==> src/rtl/bcd_countdown_timer_if.sv <==
// Control and status bundle of the loadable BCD countdown timer.
// The bench drives through master; the timer sits on slave.
interface bcd_countdown_timer_if #(
    parameter int WL = 4,
    parameter int ND = 4
);
    logic            iEN;
    logic            iLOAD;
    logic [ND*WL-1:0] iLDVAL;
    logic            iSTART;
    logic            iSTOP;
    logic [ND*WL-1:0] oCNT;
    logic            oBRW;
    logic            oDONE;
    logic            oBUSY;

    modport master (
        output iEN, iLOAD, iLDVAL, iSTART, iSTOP,
        input  oCNT, oBRW, oDONE, oBUSY
    );

    modport slave (
        input  iEN, iLOAD, iLDVAL, iSTART, iSTOP,
        output oCNT, oBRW, oDONE, oBUSY
    );
endinterface

==> src/rtl/bcd_countdown_timer.sv <==
// Loadable multi-digit modulo-MV down counter with a borrow chain and an IDLE/RUN/DONE
// control FSM. Optional auto-reload keeps the timer running after each expiry.
module bcd_countdown_timer #(
    parameter int WL          = 4,
    parameter int MV          = 10,
    parameter int ND          = 4,
    parameter int AUTO_RELOAD = 0
) (
    input  logic                  iCLK,
    input  logic                  iRSTn,
    bcd_countdown_timer_if.slave  bus
);
    typedef enum logic [1:0] {
        IDLE = 2'd0,
        RUN  = 2'd1,
        DONE = 2'd2
    } state_t;

    localparam logic [WL-1:0] DIGIT_MAX = WL'(MV - 1);

    state_t            state;
    state_t            state_next;
    logic [ND*WL-1:0]  cnt;
    logic [ND*WL-1:0]  cnt_next;
    logic [ND*WL-1:0]  rld;
    logic [ND*WL-1:0]  rld_next;
    logic [ND*WL-1:0]  ld_clamped;
    logic [ND*WL-1:0]  cnt_dec;
    logic              borrow;
    logic              cnt_zero;
    logic              terminal;
    logic              done_q;

    always_comb begin
        ld_clamped = bus.iLDVAL;
        for (int k = 0; k < ND; k++) begin
            if (int'(bus.iLDVAL[k*WL +: WL]) >= MV) begin
                ld_clamped[k*WL +: WL] = DIGIT_MAX;
            end
        end
    end

    // Ripple borrow: a zero digit wraps to MV-1 and passes the borrow upward.
    always_comb begin
        cnt_dec = cnt;
        borrow  = 1'b1;
        for (int k = 0; k < ND; k++) begin
            if (borrow) begin
                if (cnt[k*WL +: WL] == '0) begin
                    cnt_dec[k*WL +: WL] = DIGIT_MAX;
                end else begin
                    cnt_dec[k*WL +: WL] = cnt[k*WL +: WL] - WL'(1);
                    borrow              = 1'b0;
                end
            end
        end
    end

    assign cnt_zero = (cnt == '0);
    assign terminal = (state == RUN) && bus.iEN && cnt_zero && !bus.iLOAD && !bus.iSTOP;

    always_comb begin
        state_next = state;
        cnt_next   = cnt;
        rld_next   = rld;
        if (bus.iLOAD) begin
            cnt_next   = ld_clamped;
            rld_next   = ld_clamped;
            state_next = IDLE;
        end else begin
            case (state)
                IDLE: begin
                    if (!bus.iSTOP && bus.iSTART) begin
                        state_next = RUN;
                    end
                end
                RUN: begin
                    if (bus.iSTOP) begin
                        state_next = IDLE;
                    end else if (bus.iEN) begin
                        if (!cnt_zero) begin
                            cnt_next = cnt_dec;
                        end else if (AUTO_RELOAD != 0) begin
                            cnt_next = rld;
                        end else begin
                            state_next = DONE;
                        end
                    end
                end
                DONE: begin
                    if (!bus.iSTOP && bus.iSTART) begin
                        cnt_next   = rld;
                        state_next = RUN;
                    end
                end
                default: begin
                    state_next = IDLE;
                end
            endcase
        end
    end

    always_ff @(posedge iCLK or negedge iRSTn) begin
        if (!iRSTn) begin
            state  <= IDLE;
            cnt    <= '0;
            rld    <= '0;
            done_q <= 1'b0;
        end else begin
            state  <= state_next;
            cnt    <= cnt_next;
            rld    <= rld_next;
            done_q <= terminal;
        end
    end

    assign bus.oCNT  = cnt;
    assign bus.oBRW  = terminal;
    assign bus.oDONE = done_q;
    assign bus.oBUSY = (state == RUN);
endmodule
==> src/flat_wrapper.sv <==
// flat-port wrapper written by rule: the top's interface ports become plain ports
module bcd_countdown_timer_flat 
#(
    parameter int WL          = 4,
    parameter int MV          = 10,
    parameter int ND          = 4,
    parameter int AUTO_RELOAD = 0
)
  (iCLK, iRSTn, bus_iEN, bus_iLOAD, bus_iLDVAL, bus_iSTART, bus_iSTOP, bus_oCNT, bus_oBRW, bus_oDONE, bus_oBUSY);
  bcd_countdown_timer_if #(.WL(WL), .ND(ND)) bus_i ();
  input  logic iCLK;
  input  logic iRSTn;
  input wire logic [$bits(bus_i.iEN)-1:0] bus_iEN;
  input wire logic [$bits(bus_i.iLOAD)-1:0] bus_iLOAD;
  input wire logic [$bits(bus_i.iLDVAL)-1:0] bus_iLDVAL;
  input wire logic [$bits(bus_i.iSTART)-1:0] bus_iSTART;
  input wire logic [$bits(bus_i.iSTOP)-1:0] bus_iSTOP;
  output wire logic [$bits(bus_i.oCNT)-1:0] bus_oCNT;
  output wire logic [$bits(bus_i.oBRW)-1:0] bus_oBRW;
  output wire logic [$bits(bus_i.oDONE)-1:0] bus_oDONE;
  output wire logic [$bits(bus_i.oBUSY)-1:0] bus_oBUSY;
  assign bus_i.iEN = bus_iEN;
  assign bus_i.iLOAD = bus_iLOAD;
  assign bus_i.iLDVAL = bus_iLDVAL;
  assign bus_i.iSTART = bus_iSTART;
  assign bus_i.iSTOP = bus_iSTOP;
  assign bus_oCNT = bus_i.oCNT;
  assign bus_oBRW = bus_i.oBRW;
  assign bus_oDONE = bus_i.oDONE;
  assign bus_oBUSY = bus_i.oBUSY;
  bcd_countdown_timer #(.WL(WL), .MV(MV), .ND(ND), .AUTO_RELOAD(AUTO_RELOAD)) u_core (.iCLK(iCLK), .iRSTn(iRSTn), .bus(bus_i));
endmodule
==> config.mk <==
export PLATFORM = sky130hd
export DESIGN_NAME = bcd_countdown_timer_flat
export DESIGN_NICKNAME = d
export VERILOG_FILES = /design/src/rtl/bcd_countdown_timer_if.sv /design/src/rtl/bcd_countdown_timer.sv /design/src/flat_wrapper.sv
export SDC_FILE = /design/constraint.sdc
export NUM_CORES = 1
export LEC_CHECK = 0
export ABC_AREA = 1
export BUFFER_PORTS_ARGS = -buffer_cell sky130_fd_sc_hd__buf_2
export CAP_MARGIN = 20
export CORE_ASPECT_RATIO = 0.75
export CORE_UTILIZATION = 49
export CTS_CLUSTER_DIAMETER = 150
export DETAILED_ROUTE_END_ITERATION = 7
export MAX_ROUTING_LAYER = met4
export PLACE_DENSITY = 0.85
export SLEW_MARGIN = 40
export SYNTH_ARGS = -nofsm -noshare
export SYNTH_HDL_FRONTEND = slang
export SYNTH_SLANG_ARGS = --single-unit
==> constraint.sdc <==
create_clock -name iCLK -period 1.4 [get_ports iCLK]
set_clock_uncertainty 0.1 [all_clocks]
set_input_delay 0.28 -clock iCLK [delete_from_list [all_inputs] [get_ports iCLK]]
set_output_delay 0.28 -clock iCLK [all_outputs]
set_load 0.01 [all_outputs]
==> tab_implementation.tex, run 1 <==
\begin{tabular}{lr}
\hline
Metric & Value \\
\hline
\multicolumn{2}{l}{\textbf{Outcome}} \\
\quad Outcome & finished, violations left \\
\quad Violated checks & setup timing \\
\multicolumn{2}{l}{\textbf{Pwr}} \\
\quad P per Cell Area & 1230 nW/um\^{}2 \\
\quad Largest vdd supply drop & 0.000828 V \\
\quad Leakage power & between 1.5 and 2 nW \\
\multicolumn{2}{l}{\textbf{STA}} \\
\quad \# setup viols final & 20 \\
\quad Tightest slew margin relative to the limit & 76.2\% \\
\quad Fraction of the cycle the final worst path needs & 129\% \\
\quad Hold slack & 0.132 ns \\
\quad Slew at the pin with the worst max-slew slack & 0.357 ns \\
\quad Hold violation count in the final report & 0 \\
\quad Max Fclk & 0.552 GHz \\
\quad Number of slew-limit violations in the final report & 0 \\
\quad RSZ-0062 raised after global routing & true \\
\quad Shortest clock period the worst path allows after layout & 1.81 ns \\
\quad Slack of the critical path & -0.411 ns \\
\quad Post-Route Setup TNS & -5.69 ns \\
\multicolumn{2}{l}{\textbf{Route}} \\
\quad Average wire per cell in the routed design & 15.3 um \\
\quad Length of the first detailed-routing pass in iterations & 5 \\
\quad Residual DRC & 0 \\
\quad Via count & 2421 \\
\quad Via-to-Cell Ratio & 5.44 \\
\quad Antenna violation net count after detailed routing & 0 \\
\quad Wire length reported by the detailed router & approximately 6.8 mm \\
\quad Initial detailed-routing violation count & 170 \\
\multicolumn{2}{l}{\textbf{Synth}} \\
\quad Yosys top cell area share & around 43\% \\
\quad Post-synthesis register bit count & 35 \\
\quad Share of the yosys chip area belonging to registers & 42.5\% \\
\quad Main area contributors after synthesis & sky130\_fd\_sc\_hd\_\_dfrtp\_1 43\%, sky130\_fd\_sc\_hd\_\_nand2\_1 17\%, sky130\_fd\_sc\_hd\_\_o21ai\_0 7.5\%, sky130\_fd\_sc\_hd\_\_nand3\_1 4.4\%, sky130\_fd\_sc\_hd\_\_inv\_1 4.4\% \\
\quad Area of the mapped netlist & 2060 um\^{}2 \\
\quad Number of different library cells in the post-synthesis netlist & 30 \\
\quad Average cell area after synthesis & 7.30 um\^{}2 \\
\quad Nets in the synthesized netlist & between 300 and 400 \\
\quad Fraction of registers with async set or reset after synthesis & 100\% \\
\quad Most used flip-flop cell after synthesis & sky130\_fd\_sc\_hd\_\_dfrtp\_1 \\
\quad Syn Inst Count & 282 \\
\quad Cell type with the highest aggregate area in the netlist & sky130\_fd\_sc\_hd\_\_dfrtp\_1 \\
\quad Number of enable flip-flop cells after synthesis & 0 \\
\quad Yosys Warn Count & 0 \\
\multicolumn{2}{l}{\textbf{Final layout}} \\
\quad Number of fill cells & around 280 \\
\quad Growth of design area from synthesis to finish & 52.1\% \\
\quad Commonest non-fill, non-tap cell in the layout & sky130\_fd\_sc\_hd\_\_nand2\_1 \\
\quad Share of layout cells above drive strength 1 & between 40\% and 50\% \\
\quad Commonest cells after routing, fill and taps aside & 89 x sky130\_fd\_sc\_hd\_\_nand2\_1, 52 x sky130\_fd\_sc\_hd\_\_buf\_4, 36 x sky130\_fd\_sc\_hd\_\_buf\_2 \\
\quad Nets & 411 \\
\quad Diode insertion count for antenna repair & 0 \\
\multicolumn{2}{l}{\textbf{Global routing}} \\
\quad Global-route wire length before repair & 9.99 mm \\
\quad Number of antenna violations at the first check in global routing & 0 \\
\quad Total global routing overflow & 0 \\
\quad All-Layer GR Usage & 30.3\% \\
\quad Maximum number of pins on one net before global-route repair & 23 \\
\quad Number of global-route vias before repair & 2229 \\
\multicolumn{2}{l}{\textbf{Critical path}} \\
\quad Critical Path RT & 1.02 ns \\
\quad End point of the critical path & bus\_oBRW \\
\quad Startpoint of the worst-slack reg-to-reg timing path & u\_core.bus.oCNT[5]\$\_DFFE\_PN0P\_ \\
\quad Worst Setup Start Kind & flop \\
\quad Worst R2R Setup Slack & -0.35 ns \\
\quad Destination of the worst register-to-register timing path & u\_core.bus.oCNT[14]\$\_DFFE\_PN0P\_ \\
\quad Setup Crit Path Kind & flop to output port \\
\quad Arrival time at the worst endpoint & 1.43 ns \\
\quad Peak fanout along the critical path & 3 \\
\quad Worst Reg-to-Reg Cells & 11 \\
\quad Worst setup path startpoint & u\_core.bus.oCNT[13]\$\_DFFE\_PN0P\_ \\
\quad Nature of the critical path endpoint & output port \\
\multicolumn{2}{l}{\textbf{Clock tree}} \\
\quad Clock-pin slew of the registers on the worst-case setup and hold paths & 0.07 ns \\
\quad Maximum clock path buffer count & 2 \\
\quad CTS tree & built \\
\quad Clock tree root buffer cell & sky130\_fd\_sc\_hd\_\_clkbuf\_8 \\
\quad Worst-skew pair later-pin latency & 0.29 ns \\
\quad Total number of H-tree levels & 2 \\
\quad Count of clock tree sinks & 35 \\
\quad TritonCTS Buffers & 5 \\
\multicolumn{2}{l}{\textbf{Hold path}} \\
\quad Type of the tightest min-delay check & primary input to flop \\
\multicolumn{2}{l}{\textbf{Die}} \\
\quad Number of top-level pins & 41 \\
\quad Overall die height & 58.1 um \\
\quad Core box area & 4030 um\^{}2 \\
\quad Area of the die & 4470 um\^{}2 \\
\quad \# rows & 20 \\
\quad Initial Util & 51.1\% \\
\quad Floorplan die width & a little under 80 um \\
\multicolumn{2}{l}{\textbf{Place}} \\
\quad Total of buffers placed on input and output ports & 40 \\
\quad Detailed-placement wirelength estimate & 4.24 mm \\
\quad RD Place Congestion & 0.883 \\
\multicolumn{2}{l}{\textbf{Flow run}} \\
\quad Number of max-capacitance violations reported & 0 \\
\hline
\end{tabular}
critical path: stages (launching register included):
cell                      delay (ns)
sky130_fd_sc_hd__dfrtp_1        0.42
sky130_fd_sc_hd__nor2_4         0.13
sky130_fd_sc_hd__nand2_2        0.08
sky130_fd_sc_hd__nor2_4         0.17
sky130_fd_sc_hd__nand3_4        0.12
sky130_fd_sc_hd__nor2_4         0.11
sky130_fd_sc_hd__buf_6          0.11
power by group:
group,internal (mW),switching (mW)
logic,0.833,0.896
registers,1.17,0.135
clock network,0.449,0.365
total,2.46,1.40
cell usage after synthesis (2+ instances only):
master and n:
sky130_fd_sc_hd__nor2_2 5, sky130_fd_sc_hd__or2_2 2, sky130_fd_sc_hd__nor3b_1 2, sky130_fd_sc_hd__a21o_1 2, sky130_fd_sc_hd__a21oi_1 7, sky130_fd_sc_hd__dfrtp_1 35
sky130_fd_sc_hd__o21ai_0 31, sky130_fd_sc_hd__nand2_4 2, sky130_fd_sc_hd__o21ai_1 3, sky130_fd_sc_hd__buf_2 3, sky130_fd_sc_hd__inv_1 24, sky130_fd_sc_hd__nor2_4 5
sky130_fd_sc_hd__nand2_2 4, sky130_fd_sc_hd__a21boi_0 3, sky130_fd_sc_hd__clkbuf_1 2, sky130_fd_sc_hd__nand3_2 2, sky130_fd_sc_hd__nand2_1 95, sky130_fd_sc_hd__nand3_1 18
sky130_fd_sc_hd__nor2_1 21, sky130_fd_sc_hd__nand4_1 3, sky130_fd_sc_hd__inv_2 4
metal layers:
layer / GRT usage, % / wire length (um) / vias to the layer above
li1: - / - / 1127
met2: 50.0 / 3330 / 141
met3: 5.04 / 505 / 25
met4: 16.8 / 231 / 0
met5: - / 0 / -
met1: 35.9 / 2720 / 1128
layout make-up:
type                       count  area, um^2  share of cell area, %
multi-input combinational    214        1200                   38.2
sequential                    35         881                   28.1
timing repair buffer         105         778                   24.8
inverter                      28         108                   3.43
clock buffer                   8         100                   3.19
tap                           55        68.8                   2.20
how the worst min path moves through the flow:
| stage | cells after the start | end | slack [ns] | startpoint |
|---|---|---|---|---|
| floorplan | 0 | u_core.bus.oCNT[0]$_DFFE_PN0P_ | -0.12 | iRSTn |
| global placement | 1 | u_core.bus.oCNT[10]$_DFFE_PN0P_ | 0.11 | iRSTn |
| detailed placement | 1 | u_core.bus.oCNT[10]$_DFFE_PN0P_ | 0.11 | iRSTn |
| CTS | 3 | u_core.rld[12]$_DFFE_PN0P_ | 0.13 | bus_iLDVAL[12] |
| global route | 3 | u_core.rld[12]$_DFFE_PN0P_ | 0.14 | bus_iLDVAL[12] |
| finish | 3 | u_core.rld[12]$_DFFE_PN0P_ | 0.13 | bus_iLDVAL[12] |
registers in the layout, indices dropped and copies added, names as in the netlist:
register	cells
u_core.bus.oCNT	16
u_core.rld	16
u_core.state	2
u_core.bus.oDONE	1
stage by stage:
step / total power [mW] / setup slack (ns) / util (%) / instance area (um^2) / instances
after floorplan: 2.05 / -0.0328 / - / 2130 / 282
after global placement: 2.64 / -0.103 / 67.4 / 2720 / 414
after detailed placement: 2.70 / -0.185 / 67.4 / 2720 / 414
after CTS: 3.63 / -0.359 / 73.8 / 2970 / 437
after global routing: 4.06 / -0.478 / 77.8 / 3130 / 445
final: 3.85 / -0.411 / 77.8 / 3130 / 445
kinds of logic (layout without fill, tap and decap cells):
| family | Yosys count | in the layout | synth area share [%] |
|---|---|---|---|
| simple gates | 161 | 162 | 36.6 |
| buf+inv | 34 | 141 | 6.74 |
| flops | 35 | 35 | 42.5 |
| compound gates | 52 | 52 | 14.2 |
timing repair:
action                                  in CTS  in global routing
pin swaps                                   15                 10
buffers inserted                            13                  9
hold buffers                                 1                  0
endpoints found under the hold margin       13                  0
gates resized for setup                     12                 26
cloned                                       1                  0
endpoints found under the setup margin      18                 27
No activity file was read; power rests on OpenSTA's default activity.
==> run 2: changes to the inputs <==
--- a/config.mk
+++ b/config.mk
@@ -16,2 +16,3 @@
 export PLACE_DENSITY = 0.85
+export REMOVE_ABC_BUFFERS = 1
 export SLEW_MARGIN = 40
--- a/constraint.sdc
+++ b/constraint.sdc
@@ -4,2 +4,2 @@
 set_output_delay 0.28 -clock iCLK [all_outputs]
-set_load 0.01 [all_outputs]
+set_load 0.05 [all_outputs]
==> tab_implementation.tex, run 2 (synthesis gave the netlist of run 1 again) <==
\begin{tabular}{lr}
\hline
Metric & Value \\
\hline
\multicolumn{2}{l}{\textbf{Outcome}} \\
\quad Outcome & finished, violations left \\
\quad Violated checks & setup timing \\
\multicolumn{2}{l}{\textbf{Critical path}} \\
\quad Startpoint of the worst-slack reg-to-reg timing path & u\_core.bus.oCNT[9]\$\_DFFE\_PN0P\_ \\
\quad Worst Reg-to-Reg Cells & 11 (unchanged) \\
\quad Worst R2R Setup Slack & -0.25 ns (+0.10 ns) \\
\quad Setup Crit Path Kind & flop to output port \\
\quad Nature of the critical path endpoint & output port \\
\quad Arrival time at the worst endpoint & 1.50 ns (+0.07 ns) \\
\quad Peak fanout along the critical path & 2 (-1) \\
\quad Critical Path RT & 1.02 ns (about the same) \\
\quad Destination of the worst register-to-register timing path & u\_core.bus.oCNT[11]\$\_DFFE\_PN0P\_ \\
\quad Worst Setup Start Kind & flop \\
\multicolumn{2}{l}{\textbf{Global routing}} \\
\quad Maximum number of pins on one net before global-route repair & 21 (-8.7\%) \\
\quad All-Layer GR Usage & 29.9\% (-0.46 points) \\
\quad Global-route wire length before repair & 9.88 mm (-1.1\%) \\
\quad Number of antenna violations at the first check in global routing & 0 (unchanged) \\
\quad Number of global-route vias before repair & 2168 (-2.7\%) \\
\quad Total global routing overflow & 0 (unchanged) \\
\multicolumn{2}{l}{\textbf{Final layout}} \\
\quad Commonest cells after routing, fill and taps aside & 84 x sky130\_fd\_sc\_hd\_\_nand2\_1, 43 x sky130\_fd\_sc\_hd\_\_buf\_4, 35 x sky130\_fd\_sc\_hd\_\_dfrtp\_1 \\
\quad Share of layout cells above drive strength 1 & 42.7\% (-0.63 points) \\
\quad FF/Latch Area & 876 um\^{}2 (-0.57\%) \\
\quad Area used by multi-input combinational logic & 1220 um\^{}2 (+1.6\%) \\
\quad Growth of design area from synthesis to finish & 58.0\% \\
\quad Commonest non-fill, non-tap cell in the layout & sky130\_fd\_sc\_hd\_\_nand2\_1 \\
\quad Diode insertion count for antenna repair & 0 (unchanged) \\
\quad Area of all placed cells without fillers & 3250 um\^{}2 (+3.8\%) \\
\quad Nets & 405 (-1.5\%) \\
\quad Number of fill cells & 254 (-8.6\%) \\
\multicolumn{2}{l}{\textbf{Clock tree}} \\
\quad CTS tree & built \\
\quad Clock-pin slew of the registers on the worst-case setup and hold paths & 0.07 ns (about the same) \\
\quad Clock tree root buffer cell & sky130\_fd\_sc\_hd\_\_clkbuf\_8 \\
\quad TritonCTS Buffers & 5 (unchanged) \\
\quad Count of clock tree sinks & 35 (unchanged) \\
\quad Maximum clock path buffer count & 2 (unchanged) \\
\quad Total number of H-tree levels & 2 (unchanged) \\
\quad Worst-skew pair later-pin latency & 0.30 ns (about the same) \\
\multicolumn{2}{l}{\textbf{Die}} \\
\quad Core box area & 4030 um\^{}2 (unchanged) \\
\quad Number of top-level pins & 41 (unchanged) \\
\quad \# rows & 20 (unchanged) \\
\quad Overall die height & 58.1 um (unchanged) \\
\quad Initial Util & 51.1\% (unchanged) \\
\quad Area of the die & 4470 um\^{}2 (unchanged) \\
\quad Floorplan die width & 76.9 um (unchanged) \\
\multicolumn{2}{l}{\textbf{Pwr}} \\
\quad Net switching share of the total power & 38.7\% (+2.4 points) \\
\quad Internal & 2.88 mW (+17\%) \\
\quad Largest vdd supply drop & 0.000870 V (+5.1\%) \\
\quad Logic pwr share & 49.0\% (+4.1 points) \\
\quad Leakage power & 1.67 nW (+0.49\%) \\
\quad Power, Total & 4.70 mW (+22\%) \\
\quad Seq pwr share & 27.2\% (-6.8 points) \\
\quad Power share of the clock group & 23.9\% (+2.8 points) \\
\quad Switching power & 1.82 mW (+30\%) \\
\quad P per Cell Area & 1440 nW/um\^{}2 (+17\%) \\
\multicolumn{2}{l}{\textbf{Hold path}} \\
\quad Hold EP & u\_core.state[0]\$\_DFFE\_PN0P\_ \\
\quad Type of the tightest min-delay check & primary input to flop \\
\quad Source of the worst hold timing path & bus\_iSTOP \\
\quad Instance count along the most critical hold path & 2 (-1) \\
\multicolumn{2}{l}{\textbf{STA}} \\
\quad Tightest slew margin relative to the limit & 72.9\% (-3.3 points) \\
\quad Shortest clock period the worst path allows after layout & 1.88 ns (+0.0736 ns) \\
\quad RSZ-0062 raised after global routing & true \\
\quad Max Fclk & 0.531 GHz (-3.9\%) \\
\quad Fraction of the cycle the final worst path needs & 135\% (+5.3 points) \\
\quad Slew at the pin with the worst max-slew slack & 0.406 ns (+0.0495 ns) \\
\quad Slack of the critical path & -0.485 ns (-0.0736 ns) \\
\quad Hold violation count in the final report & 0 (unchanged) \\
\quad Number of slew-limit violations in the final report & 0 (unchanged) \\
\quad \# setup viols final & 20 (unchanged) \\
\quad Post-Route Setup TNS & -4.64 ns (+1.05 ns) \\
\multicolumn{2}{l}{\textbf{Route}} \\
\quad Residual DRC & 0 (unchanged) \\
\quad Wire length reported by the detailed router & 6.18 mm (-8.9\%) \\
\quad Via-to-Cell Ratio & 5.26 (-3.3\%) \\
\quad Average wire per cell in the routed design & 14.1 um (-7.7\%) \\
\quad Antenna violation net count after detailed routing & 0 (unchanged) \\
\quad Initial detailed-routing violation count & 150 (-12\%) \\
\quad Via count & 2309 (-4.6\%) \\
\quad Length of the first detailed-routing pass in iterations & 5 (unchanged) \\
\multicolumn{2}{l}{\textbf{Place}} \\
\quad RD Place Congestion & 0.932 (+5.5\%) \\
\quad Total of buffers placed on input and output ports & 40 (unchanged) \\
\quad Cell area after placement & 2620 um\^{}2 (-3.4\%) \\
\quad Detailed-placement wirelength estimate & 4.12 mm (-2.9\%) \\
\multicolumn{2}{l}{\textbf{Flow run}} \\
\quad Number of max-capacitance violations reported & 0 (unchanged) \\
\hline
\end{tabular}
run 2: worst max path at each step:
stage / startpoint / endpoint / slack [ns] / cells after the start
floorplan: u_core.bus.oCNT[1]$_DFFE_PN0P_ / bus_oBRW / -0.83 / 5
global placement: u_core.bus.oCNT[13]$_DFFE_PN0P_ / bus_oBRW / -0.33 / 6
detailed placement: u_core.bus.oCNT[13]$_DFFE_PN0P_ / bus_oBRW / -0.40 / 6
CTS: u_core.bus.oCNT[8]$_DFFE_PN0P_ / bus_oBRW / -0.48 / 6
global route: u_core.state[1]$_DFFE_PN0P_ / bus_oBRW / -0.54 / 8
finish: u_core.state[1]$_DFFE_PN0P_ / bus_oBRW / -0.48 / 8
run 2: cell type report:
class | instances | share of cell area, %
multi-input combinational | 214 | 37.4
timing repair buffer | 99 | 26.0
tap | 55 | 2.12
inverter | 28 | 3.38
sequential | 35 | 26.9
clock inverter | 3 | 2.08
clock buffer | 5 | 2.12
run 2: worst max-delay path, stage by stage (launching register included):
cell,delay [ns]
sky130_fd_sc_hd__dfrtp_1,0.41
sky130_fd_sc_hd__inv_2,0.11
sky130_fd_sc_hd__nand2_4,0.07
sky130_fd_sc_hd__nor2_4,0.10
sky130_fd_sc_hd__inv_1,0.06
sky130_fd_sc_hd__nor2_2,0.13
sky130_fd_sc_hd__inv_2,0.07
sky130_fd_sc_hd__nor2_4,0.09
sky130_fd_sc_hd__buf_6,0.16
run 2: stage by stage:
step | hold WS (ns) | cells | util [%] | setup slack [ns]
after floorplan | -0.116 | 276 | - | -0.826
after global placement | 0.127 | 413 | 65.1 | -0.328
after detailed placement | 0.125 | 413 | 65.1 | -0.403
after CTS | 0.0918 | 432 | 75.4 | -0.479
after global routing | 0.121 | 439 | 80.7 | -0.540
final | 0.116 | 439 | 80.7 | -0.485
run 2: what timing repair did:
| action | 4_1_cts | 5_1_grt |
|---|---|---|
| cloned | 1 | 0 |
| buffers inserted | 11 | 9 |
| setup endpoints to repair | 35 | 34 |
| hold buffers | 1 | 0 |
| gates resized for setup | 65 | 44 |
| pin swaps | 12 | 16 |
| endpoints found under the hold margin | 15 | 0 |
run 2: metal layers:
layer	GRT usage, %	up-vias	routed length, um
li1	-	1118	-
met4	11.3	0	91
met1	37.0	1081	2690
met5	-	-	0
met2	48.5	99	3030
met3	6.46	11	372
run 2: power groups by stage:
stage	sequential, mW	clock (mW)	combinational [mW]
3_3_place_gp	1.25	0	1.67
2_1_floorplan	1.74	0	0.576
6_report	1.28	1.12	2.30
3_5_place_dp	1.26	0	1.70
5_1_grt	1.29	1.16	2.46
4_1_cts	1.25	1.12	2.04
